===== config.mk =====
export PLATFORM = sky130hd
export DESIGN_NAME = spi_coeff_loader
export DESIGN_NICKNAME = d
export VERILOG_FILES = /design/src/rtl/fir_engine_pkg.sv /design/src/rtl/sync_ff.sv /design/src/rtl/spi_coeff_loader.sv
export SDC_FILE = /design/constraint.sdc
export NUM_CORES = 1
export LEC_CHECK = 0
export CAP_MARGIN = 20
export CORE_ASPECT_RATIO = 0.6
export CORE_UTILIZATION = 40
export CTS_BUF_LIST = sky130_fd_sc_hd__clkbuf_4
export CTS_CLUSTER_SIZE = 16
export DETAILED_ROUTE_END_ITERATION = 6
export GPL_TIMING_DRIVEN = 0
export PLACE_DENSITY_LB_ADDON = 0.2
export SLEW_MARGIN = 25
export SYNTH_ARGS = -nofsm -noshare
export SYNTH_HDL_FRONTEND = slang
export SYNTH_SLANG_ARGS = --single-unit

===== constraint.sdc =====
create_clock -name clk -period 2.18 [get_ports clk]
set_input_delay 0.327 -clock clk [delete_from_list [all_inputs] [get_ports clk]]
set_output_delay 0.327 -clock clk [all_outputs]
set_load 0.03 [all_outputs]

===== src/rtl/fir_engine_pkg.sv =====
// Shared types and constants for the FIR coefficient path: FSM state encoding,
// default geometry and the reset passthrough tap.
package fir_engine_pkg;

    typedef enum logic [1:0] {
        IDLE   = 2'd0,
        RECV   = 2'd1,
        COMMIT = 2'd2
    } state_t;

    localparam int NTAPS      = 11;
    localparam int DATA_WIDTH = 8;

    // Unity gain on tap 0 only, so the filter passes data straight through.
    localparam logic [7:0] PASSTHROUGH_TAP0 = 8'h7F;

endpackage


===== src/rtl/sync_ff.sv =====
// Two-flop synchronizer for a single asynchronous bit; ResetVal sets the idle
// level both flops take during reset.
module sync_ff #(
    parameter logic ResetVal = 1'b0
) (
    input  logic clk,
    input  logic resetN,
    input  logic d,
    output logic q
);

    logic meta;

    always_ff @(posedge clk or negedge resetN) begin
        if (!resetN) begin
            meta <= ResetVal;
            q    <= ResetVal;
        end else begin
            meta <= d;
            q    <= meta;
        end
    end

endmodule


===== src/rtl/spi_coeff_loader.sv =====
// SPI slave that loads a signed FIR coefficient set from a byte frame.
// COEFF_DOUBLE_BUFFER_EN: stage bytes in a shadow and commit atomically on cs rise.
module spi_coeff_loader
    import fir_engine_pkg::*;
#(
    parameter int NTaps     = NTAPS,
    parameter int DataWidth = DATA_WIDTH
) (
    input  logic                       clk,
    input  logic                       resetN,
    input  logic                       spiClk,
    input  logic                       mosi,
    input  logic                       cs,
    output logic [NTaps*DataWidth-1:0] coeffs,
    output logic                       coeffUpdate,
    output logic                       frameError,
    output logic                       busy,
    output logic [1:0]                 state_dbg
);

    localparam int IdxW = $clog2(NTaps + 1);
    localparam logic [NTaps*DataWidth-1:0] RESET_COEFFS = (NTaps*DataWidth)'(PASSTHROUGH_TAP0);

    logic sclk_s, mosi_s, cs_s;

    sync_ff #(.ResetVal(1'b0)) u_sync_sclk (.clk(clk), .resetN(resetN), .d(spiClk), .q(sclk_s));
    sync_ff #(.ResetVal(1'b0)) u_sync_mosi (.clk(clk), .resetN(resetN), .d(mosi),   .q(mosi_s));
    sync_ff #(.ResetVal(1'b1)) u_sync_cs   (.clk(clk), .resetN(resetN), .d(cs),     .q(cs_s));

    state_t                     state;
    logic                       sclk_q, cs_q;
    logic [1:0]                 warm;
    logic                       armed;
    logic [2:0]                 bit_cnt;
    logic [IdxW-1:0]            byte_idx;
    logic [7:0]                 shift_q;
    logic                       byte_wr;
    logic                       overlong;
    logic                       fall_pend;
    logic                       coeff_update;
    logic                       frame_error;
    logic                       busy_q;
    logic [NTaps*DataWidth-1:0] coeffs_q;
`ifdef COEFF_DOUBLE_BUFFER_EN
    logic [DataWidth-1:0]       shadow [NTaps];
`endif

    // A cs held low across reset must not look like a fresh frame start, so
    // falls only count once cs has been seen high after the synchronizer fills.
    wire sclk_rise   = sclk_s & ~sclk_q;
    wire cs_fall     = armed & cs_q & ~cs_s;
    wire cs_rise     = cs_s & ~cs_q;
    wire frame_valid = (byte_idx == IdxW'(NTaps)) && !overlong && (bit_cnt == 3'd0);

    always_ff @(posedge clk or negedge resetN) begin
        if (!resetN) begin
            state        <= IDLE;
            sclk_q       <= 1'b0;
            cs_q         <= 1'b1;
            warm         <= 2'd0;
            armed        <= 1'b0;
            bit_cnt      <= 3'd0;
            byte_idx     <= '0;
            shift_q      <= 8'd0;
            byte_wr      <= 1'b0;
            overlong     <= 1'b0;
            fall_pend    <= 1'b0;
            coeff_update <= 1'b0;
            frame_error  <= 1'b0;
            busy_q       <= 1'b0;
            coeffs_q     <= RESET_COEFFS;
`ifdef COEFF_DOUBLE_BUFFER_EN
            for (int k = 0; k < NTaps; k++) shadow[k] <= RESET_COEFFS[k*DataWidth +: DataWidth];
`endif
        end else begin
            coeff_update <= 1'b0;
            byte_wr      <= 1'b0;
            sclk_q       <= sclk_s;
            cs_q         <= cs_s;
            if (warm != 2'd3) warm <= warm + 2'd1;
            else if (cs_s)    armed <= 1'b1;

            // Byte store runs one clk behind the 8th edge; extras only mark overlong.
            if (byte_wr) begin
                if (byte_idx < IdxW'(NTaps)) begin
                    for (int k = 0; k < NTaps; k++) begin
                        if (byte_idx == IdxW'(k)) begin
`ifdef COEFF_DOUBLE_BUFFER_EN
                            shadow[k] <= DataWidth'(shift_q);
`else
                            coeffs_q[k*DataWidth +: DataWidth] <= DataWidth'(shift_q);
`endif
                        end
                    end
`ifndef COEFF_DOUBLE_BUFFER_EN
                    coeff_update <= 1'b1;
`endif
                    byte_idx <= byte_idx + IdxW'(1);
                end else begin
                    overlong <= 1'b1;
                end
            end

            case (state)
                IDLE: begin
                    if (cs_fall || fall_pend) begin
                        state       <= RECV;
                        busy_q      <= 1'b1;
                        bit_cnt     <= 3'd0;
                        byte_idx    <= '0;
                        overlong    <= 1'b0;
                        frame_error <= 1'b0;
                        fall_pend   <= 1'b0;
                    end
                end
                RECV: begin
                    if (cs_rise) begin
                        state  <= COMMIT;
                        busy_q <= 1'b0;
                    end else if (sclk_rise) begin
                        shift_q <= {shift_q[6:0], mosi_s};
                        bit_cnt <= bit_cnt + 3'd1;
                        if (bit_cnt == 3'd7) byte_wr <= 1'b1;
                    end
                end
                COMMIT: begin
                    state <= IDLE;
                    if (cs_fall) fall_pend <= 1'b1;
                    if (frame_valid) begin
`ifdef COEFF_DOUBLE_BUFFER_EN
                        for (int k = 0; k < NTaps; k++) coeffs_q[k*DataWidth +: DataWidth] <= shadow[k];
                        coeff_update <= 1'b1;
`endif
                    end else begin
                        frame_error <= 1'b1;
                    end
                end
                default: state <= IDLE;
            endcase
        end
    end

    assign coeffs      = coeffs_q;
    assign coeffUpdate = coeff_update;
    assign frameError  = frame_error;
    assign busy        = busy_q;
    assign state_dbg   = state;

endmodule


## Yosys cells after proc, flatten, opt, wreduce, memory -nomap -nowiden

Index checks and enable logic that the tools add are counted.

- Word-level logic and storage cells: 121
- ROM bits: 0
- Memory bits (writable): 0
- Bits of input ports: 5
- Memories kept: 0
- Output and inout bits: 93
- Latch bits: 0
- Register bits: 122

- Multipliers: 0
- Bitwise operators: 9
- Equal/unequal tests: 21
- $add $sub $neg: 3
- Multiplexer cells: 29
- Reductions and logical operators: 27
- Magnitude comparators: 1
- Shift-type cells: 0
- Div/mod/pow operators: 0

Operators by type and width:

| cell | count |
|---|---|
| $reduce_and A3 Y1 | 15 |
| $eq A4 B3 Y1 const B | 4 |
| $eq A4 B4 Y1 const B | 4 |
| $mux W4 | 4 |
| $mux W1 | 15 |
| $ne A2 B2 Y1 const B | 7 |
| $mux W3 | 3 |
| $eq A4 B2 Y1 const B | 2 |
| $pmux W1 S2 | 3 |
| $pmux W3 S2 | 1 |
| $not A1 Y1 | 5 |
| $add A4 B1 Y4 const B | 1 |
| $and A1 B1 Y1 | 4 |
| $eq A4 B1 Y1 const B | 1 |
| $logic_not A4 Y1 | 1 |
| $lt A4 B4 Y1 const B | 1 |
| $mux W2 | 2 |
| $pmux W2 S2 | 1 |
| $reduce_and A2 Y1 | 2 |
| $reduce_and A4 Y1 | 1 |
| $reduce_bool A2 Y1 | 2 |
| $add A3 B1 Y3 const B | 1 |
| $eq A3 B3 Y1 const B | 1 |
| $logic_not A3 Y1 | 1 |
| 7 further kinds | 8 |

## Logic depth before layout (Yosys ltp)

Gate-level depths: netlist of run 1.

- Depth after elaboration: 5
- Depth in mapped cells: 6
- Mapped depth without buffers: 6

## Modules after synthesis

Synthesis of run 1 repeated with hierarchy kept, for this count alone.

- Cells, all modules: 310
- Area, all modules: 4,936.0 um2

Modules (own cells, without submodules):

| module | times used | area each (um2) | cells an instance |
|---|---|---|---|
| spi_coeff_loader | 1 | 4,783.3 | 304 |
| sync_ff at u_sync_mosi ... | 2 | 50.0 | 2 |
| sync_ff at u_sync_cs | 1 | 52.6 | 2 |

## Least setup slack after synthesis of run 1

No wires, ideal clock.

- Path type: reg2reg
- Start point: register byte_idx[0]
- End point: register coeffs_q[64], in the netlist coeffs[64]
- Path slack: 0.530 ns
- Arrival: 1.525 ns
- Stages on the path, launching flop included: 5
- Cells stage by stage: dfrtp_1 ha_1 and2b_1 nor3b_4 mux2_2

- Word-level cells in the longest chain between the ends: 2

Ends and longest elaborated chain:

| what | RTL line | source |
|---|---|---|
| start, declared | spi_coeff_loader.sv:35 | `logic [IdxW-1:0] byte_idx;` |
| start signal, assigned | spi_coeff_loader.sv:98 | `byte_idx <= byte_idx + IdxW'(1);` |
| $lt A4 B4 Y1 or $eq A4 B4 Y1 (tied branches) | spi_coeff_loader.sv:85, spi_coeff_loader.sv:87 |  |
| $reduce_and A3 Y1 (no source line) (*) | n/a |  |
| end signal, assigned by index | spi_coeff_loader.sv:91 | `coeffs_q[k*DataWidth +: DataWidth] <= DataWidth'(shift_q);` |
| end, declared | spi_coeff_loader.sv:43 | `logic [NTaps*DataWidth-1:0] coeffs_q;` |

Mark *: on every way between the ends. The rest lies on a longest branch, timed or not.
A chain may end at the register's enable or synchronous reset.

## Worst setup path in the final report of run 1

- Start point: register state[1], in the netlist state_dbg[1]
- End point: output state_dbg[1]

RTL lines:

| what | RTL line | source |
|---|---|---|
| start, declared | spi_coeff_loader.sv:30 | `state_t state;` |
| start signal, assigned | spi_coeff_loader.sv:57 | `state <= IDLE;` |
| start signal, assigned | spi_coeff_loader.sv:107 | `state <= RECV;` |
| start signal, assigned | spi_coeff_loader.sv:118 | `state <= COMMIT;` |
| end, declared | spi_coeff_loader.sv:18 | `output logic [1:0] state_dbg` |

No word-level cell between the ends.

==> key figures, run 1 <==
Synthesis
  – Post-synth ARST share: 1.00
  – Mapped Area: 4770 um^2
  – Net Count, Synth: 323
  – Synth top area share: 0.587
  – Post-synthesis sequential area ratio: 0.642
  – Synth area leader: dfrtp_1
  – Most used DFF post-synth: dfrtp_1
  – EDFF count, synth: 0
  – Unique masters post-synth: 36
  – Synth Warn #: 0
  – Synth Instances: 310
  – Synth area leaders: dfrtp_1 59%, mux2_2 23%, dfstp_2 5.5%
  – Average size of a mapped cell: 15.4 um^2
  – Yosys reg bits: 122

Worst setup path
  – Worst Setup End Kind: primary output
  – Buffers and inverters on the worst path: 1
  – Critical path class: reg -> out
  – Req. time, crit path: 1850 ps
  – Critical Path AT: 1750 ps
  – Largest stage delay on the critical path: 720 ps
  – CP cell instances: clkdlybuf4s50_1
  – Slowest stage cell, crit path: clkdlybuf4s50_1
  – CP Max Fanout: 8
  – CP Launch Type: register
  – Top delay family on crit path: buffers and inverters

Pwr
  – PD cells: 823 nW/um^2
  – P_leak: between 2 and 3 nW
  – Max VDD drop: ~630 uV

Drt
  – 1st-pass router iterations: 5
  – Total vias in the final route: approximately 3.0k
  – 1st-iter DRT viols: 86
  – DRC violations left: 0
  – DRT Wirelength: 10.5 mm
  – Post-DR vias/cell: about 4.9
  – WL per Instance: approximately 17 um
  – Detail Route Antenna Nets: 0

Timing
  – Slew Limit Fails: 0
  – Tmin final: between 2000 and 2500 ps
  – F_max: between 400 and 500 MHz
  – RSZ-0062 raised after global routing: no
  – # setup viols final: 0
  – Worst relative slew slack: 0.435
  – Setup TNS: 0 ps
  – Clock skew: 20.6 ps
  – Hold Vio Cnt, Final: 0
  – Period Utilization, post-route: 0.951
  – Tightest Pin Transition: 841 ps

Floorplanning
  – Die W: 143 um
  – Initial core utilization: 0.417
  – Core Box Area: 11,400 um^2
  – Rows: 30
  – Die height: 86.6 um
  – # IOs: 98
  – Die area: around 12,000 um^2

CTS
  – Root Driver: clkbuf_4
  – Num CTS Buffers: 17
  – # resized after CTS: 0
  – CTS tree: yes
  – Clock buffer depth: 2
  – CTS sink cnt: ~120
  – Clock Latency Late Sink: 520 ps
  – Clock edge transition at the registers on the reported setup and hold paths: 110 ps
  – H-tree depth: 4

Cells and area
  – Sequential Area: 3070 um^2
  – Multi-input gate area: 1620 um^2
  – Commonest cells after routing, fill and taps aside: 112 x dfrtp_1, 96 x mux2_2, 96 x clkdlybuf4s50_1
  – Layout cells sized above 1: 0.338
  – Commonest non-fill, non-tap cell in the layout: dfrtp_1
  – Util after Layout: 0.555
  – Layout area overhead: 33.1%
  – Fill count: 966
  – Nets: between 400 and 500

Global routing
  – First-pass GRT wire length: 16.9 mm
  – Gr ovfl total: 0
  – Number of global-route vias before repair: 3,086
  – Largest net degree at the start of global routing: 72
  – Initial antenna violation count: 1
  – Total Routing Usage GR: 0.188

Placement
  – Final GP Congestion: 0.775
  – Final HPWL DP: around 7.1 mm
  – Port bufs: 97

Job
  – Max Cap Violations: 0

Run status
  – Status: finished, final reports clean

Min path
  – Hold Crit Class: in -> reg
-- what timing repair did --
action,CTS,global route
hold buffers,1,0
buffers inserted,0,0
endpoints found under the hold margin,51,0
-- synthesized netlist by cell type, drive strengths merged (2+ instances only) --
library cell and number:
a21oi 6, and2b 2, dfstp 10, buf 5
mux2i 2, o21ai 3, nand2 7, xnor2 3
nor3b 3, nor2 9, nor2b 2, inv 8
nand2b 4, o2bb2ai 2, nor3 2, nand3 4
a31oi 2, clkbuf 8, dfrtp 112, nand4b 2
ha 8, mux2 97
-- registers in the layout (all words and copies together), names as in the netlist, 2 cells and up --
register / cells
shift_q: 8
bit_cnt: 3
byte_idx: 4
coeffs: 88
warm: 2
state_dbg: 2
-- cell type report --
cell class	instances	share of cell area
inverters	8	0.00473
multi-input cells	167	0.254
plain buffers	13	0.00985
flip-flops and latches	122	0.483
repair buffers	99	0.160
clock inverters	14	0.0355
diodes	2	0.000788
well taps	160	0.0315
clock buffers	18	0.0213
-- kinds of logic after synthesis --
family | after synthesis | share of synthesized area
flops | 122 | 0.642
xor+xnor | 3 | 0.00551
mux | 99 | 0.233
buf+inv | 21 | 0.0194
simple gates | 40 | 0.0564
compound gates | 17 | 0.0225
fa+ha+maj | 8 | 0.0210
-- metal layers --
layer | routed length (um) | up-vias | track usage
met1 | 4970 | 1508 | 0.257
li1 | - | 1337 | -
met3 | 990 | 13 | 0.0862
met2 | 4450 | 98 | 0.268
met4 | 112 | 0 | 0.0528
met5 | 0 | - | 0
-- per-stage QoR --
step | cells | total power [mW] | area [um^2] | hold WS (ps) | worst slack [ps]
after floorplan | 310 | 2.95 | 4770 | 31.4 | 530
after global placement | 567 | 3.27 | 5940 | 334 | -3860
after detailed placement | 568 | 3.31 | 5980 | 265 | 208
after CTS | 601 | 5.30 | 6350 | 169 | 60.6
after global routing | 602 | 5.49 | 6350 | 167 | 20.5
final | 603 | 5.23 | 6350 | 205 | 108
-- report_power, final --
| part | leakage (nW) | switching, mW | internal [mW] |
|---|---|---|---|
| logic | 1.17 | 0.466 | 0.249 |
| clock network | 0.185 | 0.846 | 1.14 |
| registers | 1.62 | 0.122 | 2.41 |
-- path summary, 6_finish.rpt --
check / depth (start not counted) / endpoint / slack, ps / from
min in group asynchronous: 2 / coeffs[17] / 300 / resetN
max in group asynchronous: 3 / coeffs[3] / 1160 / resetN
min reg2reg: 0 / u_sync_cs.q / 360 / u_sync_cs.meta
max: 1 / state_dbg[1] / 110 / state_dbg[1]
max reg2reg: 4 / coeffs[69] / 250 / byte_idx[0]
min: 1 / u_sync_cs.meta / 210 / cs
(Power assumes the default switching activity.)
==> inputs of run 2 (changes only) <==
--- a/config.mk
+++ b/config.mk
@@ -7,6 +7,7 @@
 export LEC_CHECK = 0
 export CAP_MARGIN = 20
 export CORE_ASPECT_RATIO = 0.6
+export CORE_MARGIN = 2
 export CORE_UTILIZATION = 40
 export CTS_BUF_LIST = sky130_fd_sc_hd__clkbuf_4
 export CTS_CLUSTER_SIZE = 16
==> constraint.sdc (replaced) <==
create_clock -name clk -period 1.8 [get_ports clk]
set_input_delay 0.27 -clock clk [delete_from_list [all_inputs] [get_ports clk]]
set_output_delay 0.27 -clock clk [all_outputs]
set_load 0.03 [all_outputs]
==> key figures, run 2 (synthesis gave the netlist of run 1 again) <==
Timing
  – Tmin final: 1720 ps
  – # setup viols final: 0 (unchanged)
  – Tightest Pin Transition: 871 ps (+29.2 ps)
  – Period Utilization, post-route: 0.954
  – Clock skew: 11.4 ps (-9.15 ps)
  – Hold Vio Cnt, Final: 0 (unchanged)
  – Setup TNS: 0 ps (unchanged)
  – F_max: around 580 MHz
  – RSZ-0062 raised after global routing: no
  – Final setup margin: 81.9 ps (-25.7 ps)
  – Hold_ws: 158 ps (-47.7 ps)
  – Worst relative slew slack: 0.415 (-0.0196)
  – Slew Limit Fails: 0 (unchanged)

Floorplanning
  – Die area: 12,900 um^2 (+3.7%)
  – Rows: 30 (unchanged)
  – Die height: 88.6 um (+2.3%)
  – Initial core utilization: 0.417 (unchanged)
  – Die W: 145 um (+1.4%)
  – Core Box Area: 11,400 um^2 (unchanged)
  – # IOs: 98 (unchanged)

Cells and area
  – Fill count: 967 (+0.10%)
  – Layout area overhead: 33.2% (about the same)
  – Commonest non-fill, non-tap cell in the layout: dfrtp_1
  – Nets: 450 (+2.0%)
  – Largest register FFs: 88 (unchanged)
  – Util after Layout: 0.555 (about the same)
  – Layout cells sized above 1: 0.367 (+0.0288)
  – # diodes: 0 (-2)
  – Final std cell area, no fill: 6360 um^2 (about the same)
  – Commonest cells after routing, fill and taps aside: 112 x dfrtp_1, 96 x mux2_2, 85 x dlygate4sd2_1
  – Cell Count, Final, Fillers Out: 610 (+1.2%)

Placement
  – Setup WS pre-CTS: -162 ps (-370 ps)
  – Final GP Congestion: 0.743 (-4.2%)
  – Dpl cell area: 5980 um^2 (unchanged)
  – Port bufs: 97 (unchanged)
  – Final HPWL DP: 7.27 mm (+1.7%)
  – Placed cells: 568 (unchanged)

CTS
  – H-tree depth: 4 (unchanged)
  – Clock buffer depth: 2 (unchanged)
  – Clock Latency Late Sink: 510 ps (about the same)
  – Root Driver: clkbuf_4
  – Clock edge transition at the registers on the reported setup and hold paths: 100 ps (about the same)
  – Num CTS Buffers: 17 (unchanged)
  – CTS tree: yes
  – CTS sink cnt: 122 (unchanged)

Global routing
  – Gr ovfl total: 0 (unchanged)
  – Largest net degree at the start of global routing: 72 (unchanged)
  – Number of global-route vias before repair: 3,104 (+0.58%)
  – Initial antenna violation count: 0 (-1)
  – First-pass GRT wire length: 17.0 mm (+0.53%)
  – Total Routing Usage GR: 0.178 (-0.0106)

Run status
  – Status: finished, final reports clean

Worst setup path
  – Largest stage delay on the critical path: 440 ps (-280 ps)
  – Critical Path AT: 2110 ps (+360 ps)
  – Worst Setup End Kind: register
  – CP cell instances: ha_2 -> and2b_2 -> nor3b_4 -> buf_12 -> mux2_2
  – CP Max Fanout: 8 (unchanged)
  – Critical path class: reg -> reg
  – Req. time, crit path: 2200 ps (+350 ps)
  – CP Launch Type: register
  – Slowest stage cell, crit path: dfrtp_1

Job
  – Max Cap Violations: 0 (unchanged)

Pwr
  – P_leak: 3.43 nW (+15%)
  – PD cells: 970 nW/um^2 (+18%)
  – Max VDD drop: 435 uV (-31%)
  – Tot Pwr: 6.17 mW (+18%)

Drt
  – DRC violations left: 0 (unchanged)
  – DRT Wirelength: 10.6 mm (+0.42%)
  – 1st-iter DRT viols: 77 (-10%)
  – Total vias in the final route: 2,959 (+0.10%)
  – 1st-pass router iterations: 4 (-1)
  – Detail Route Antenna Nets: 0 (unchanged)
  – Post-DR vias/cell: 4.85 (-1.0%)
  – WL per Instance: 17.3 um (-0.73%)

Min path
  – Hold Crit Class: in -> reg
run 2: cell count changes in the layout (fill, tap and decap cells not counted), moves of 2 or more:
cell	delta
clkdlybuf4s50_1	-93
dlygate4sd2_1	+85
clkdlybuf4s15_1	+7
buf_4	+5
buf_12	+4
nand3_1	-3
nand3_2	+3
diode_2	-2
run 2: critical path: cells and delay by family (launching register included):
| family | cells | cell delay (ps) |
|---|---|---|
| flip-flops | 1 | 440 |
| multiplexers | 1 | 330 |
| buffers and inverters | 1 | 160 |
| AND/OR/NAND/NOR | 2 | 460 |
| adder cells (fa/ha/maj) | 1 | 220 |
run 2: path summary, 6_finish.rpt:
check	start	end	slack, ps	depth (start not counted)
setup reg to reg	byte_idx[1]	coeffs[64]	80	5
min in group asynchronous	resetN	coeffs[55]	250	2
max in group asynchronous	resetN	coeffs[5]	820	3
hold / removal	cs	u_sync_cs.meta	160	1
setup / recovery	byte_idx[1]	coeffs[64]	80	5
hold reg to reg	u_sync_sclk.meta	u_sync_sclk.q	360	0
run 2: what timing repair did:
item	in CTS	in global routing
pin swaps	0	1
resized for setup	96	13
hold buffers	1	0
buffers inserted	2	7
hold endpoints to repair	51	0
endpoints found under the setup margin	125	70
run 2: routing by layer:
| metal | GRT usage | part of all wire |
|---|---|---|
| met5 | 0 | 0 |
| met4 | 0.0504 | 0.0083 |
| met3 | 0.0851 | 0.085 |
| met2 | 0.262 | 0.42 |
| met1 | 0.236 | 0.48 |
run 2: power breakdown:
part / switching [mW] / total, mW / internal [mW]
Combinational: 0.565 / 0.843 / 0.278
Clock: 1.03 / 2.27 / 1.24
Sequential: 0.145 / 3.06 / 2.91
run 2: layout make-up:
cell class / instances / area, um^2 / area share
flip-flops and latches: 122 / 3070 / 0.482
multi-input cells: 167 / 1640 / 0.258
repair buffers: 108 / 1020 / 0.160
clock inverters: 14 / 203 / 0.0319
well taps: 160 / 200 / 0.0315
clock buffers: 18 / 135 / 0.0213
plain buffers: 13 / 62.6 / 0.00984
inverters: 8 / 30.0 / 0.00472
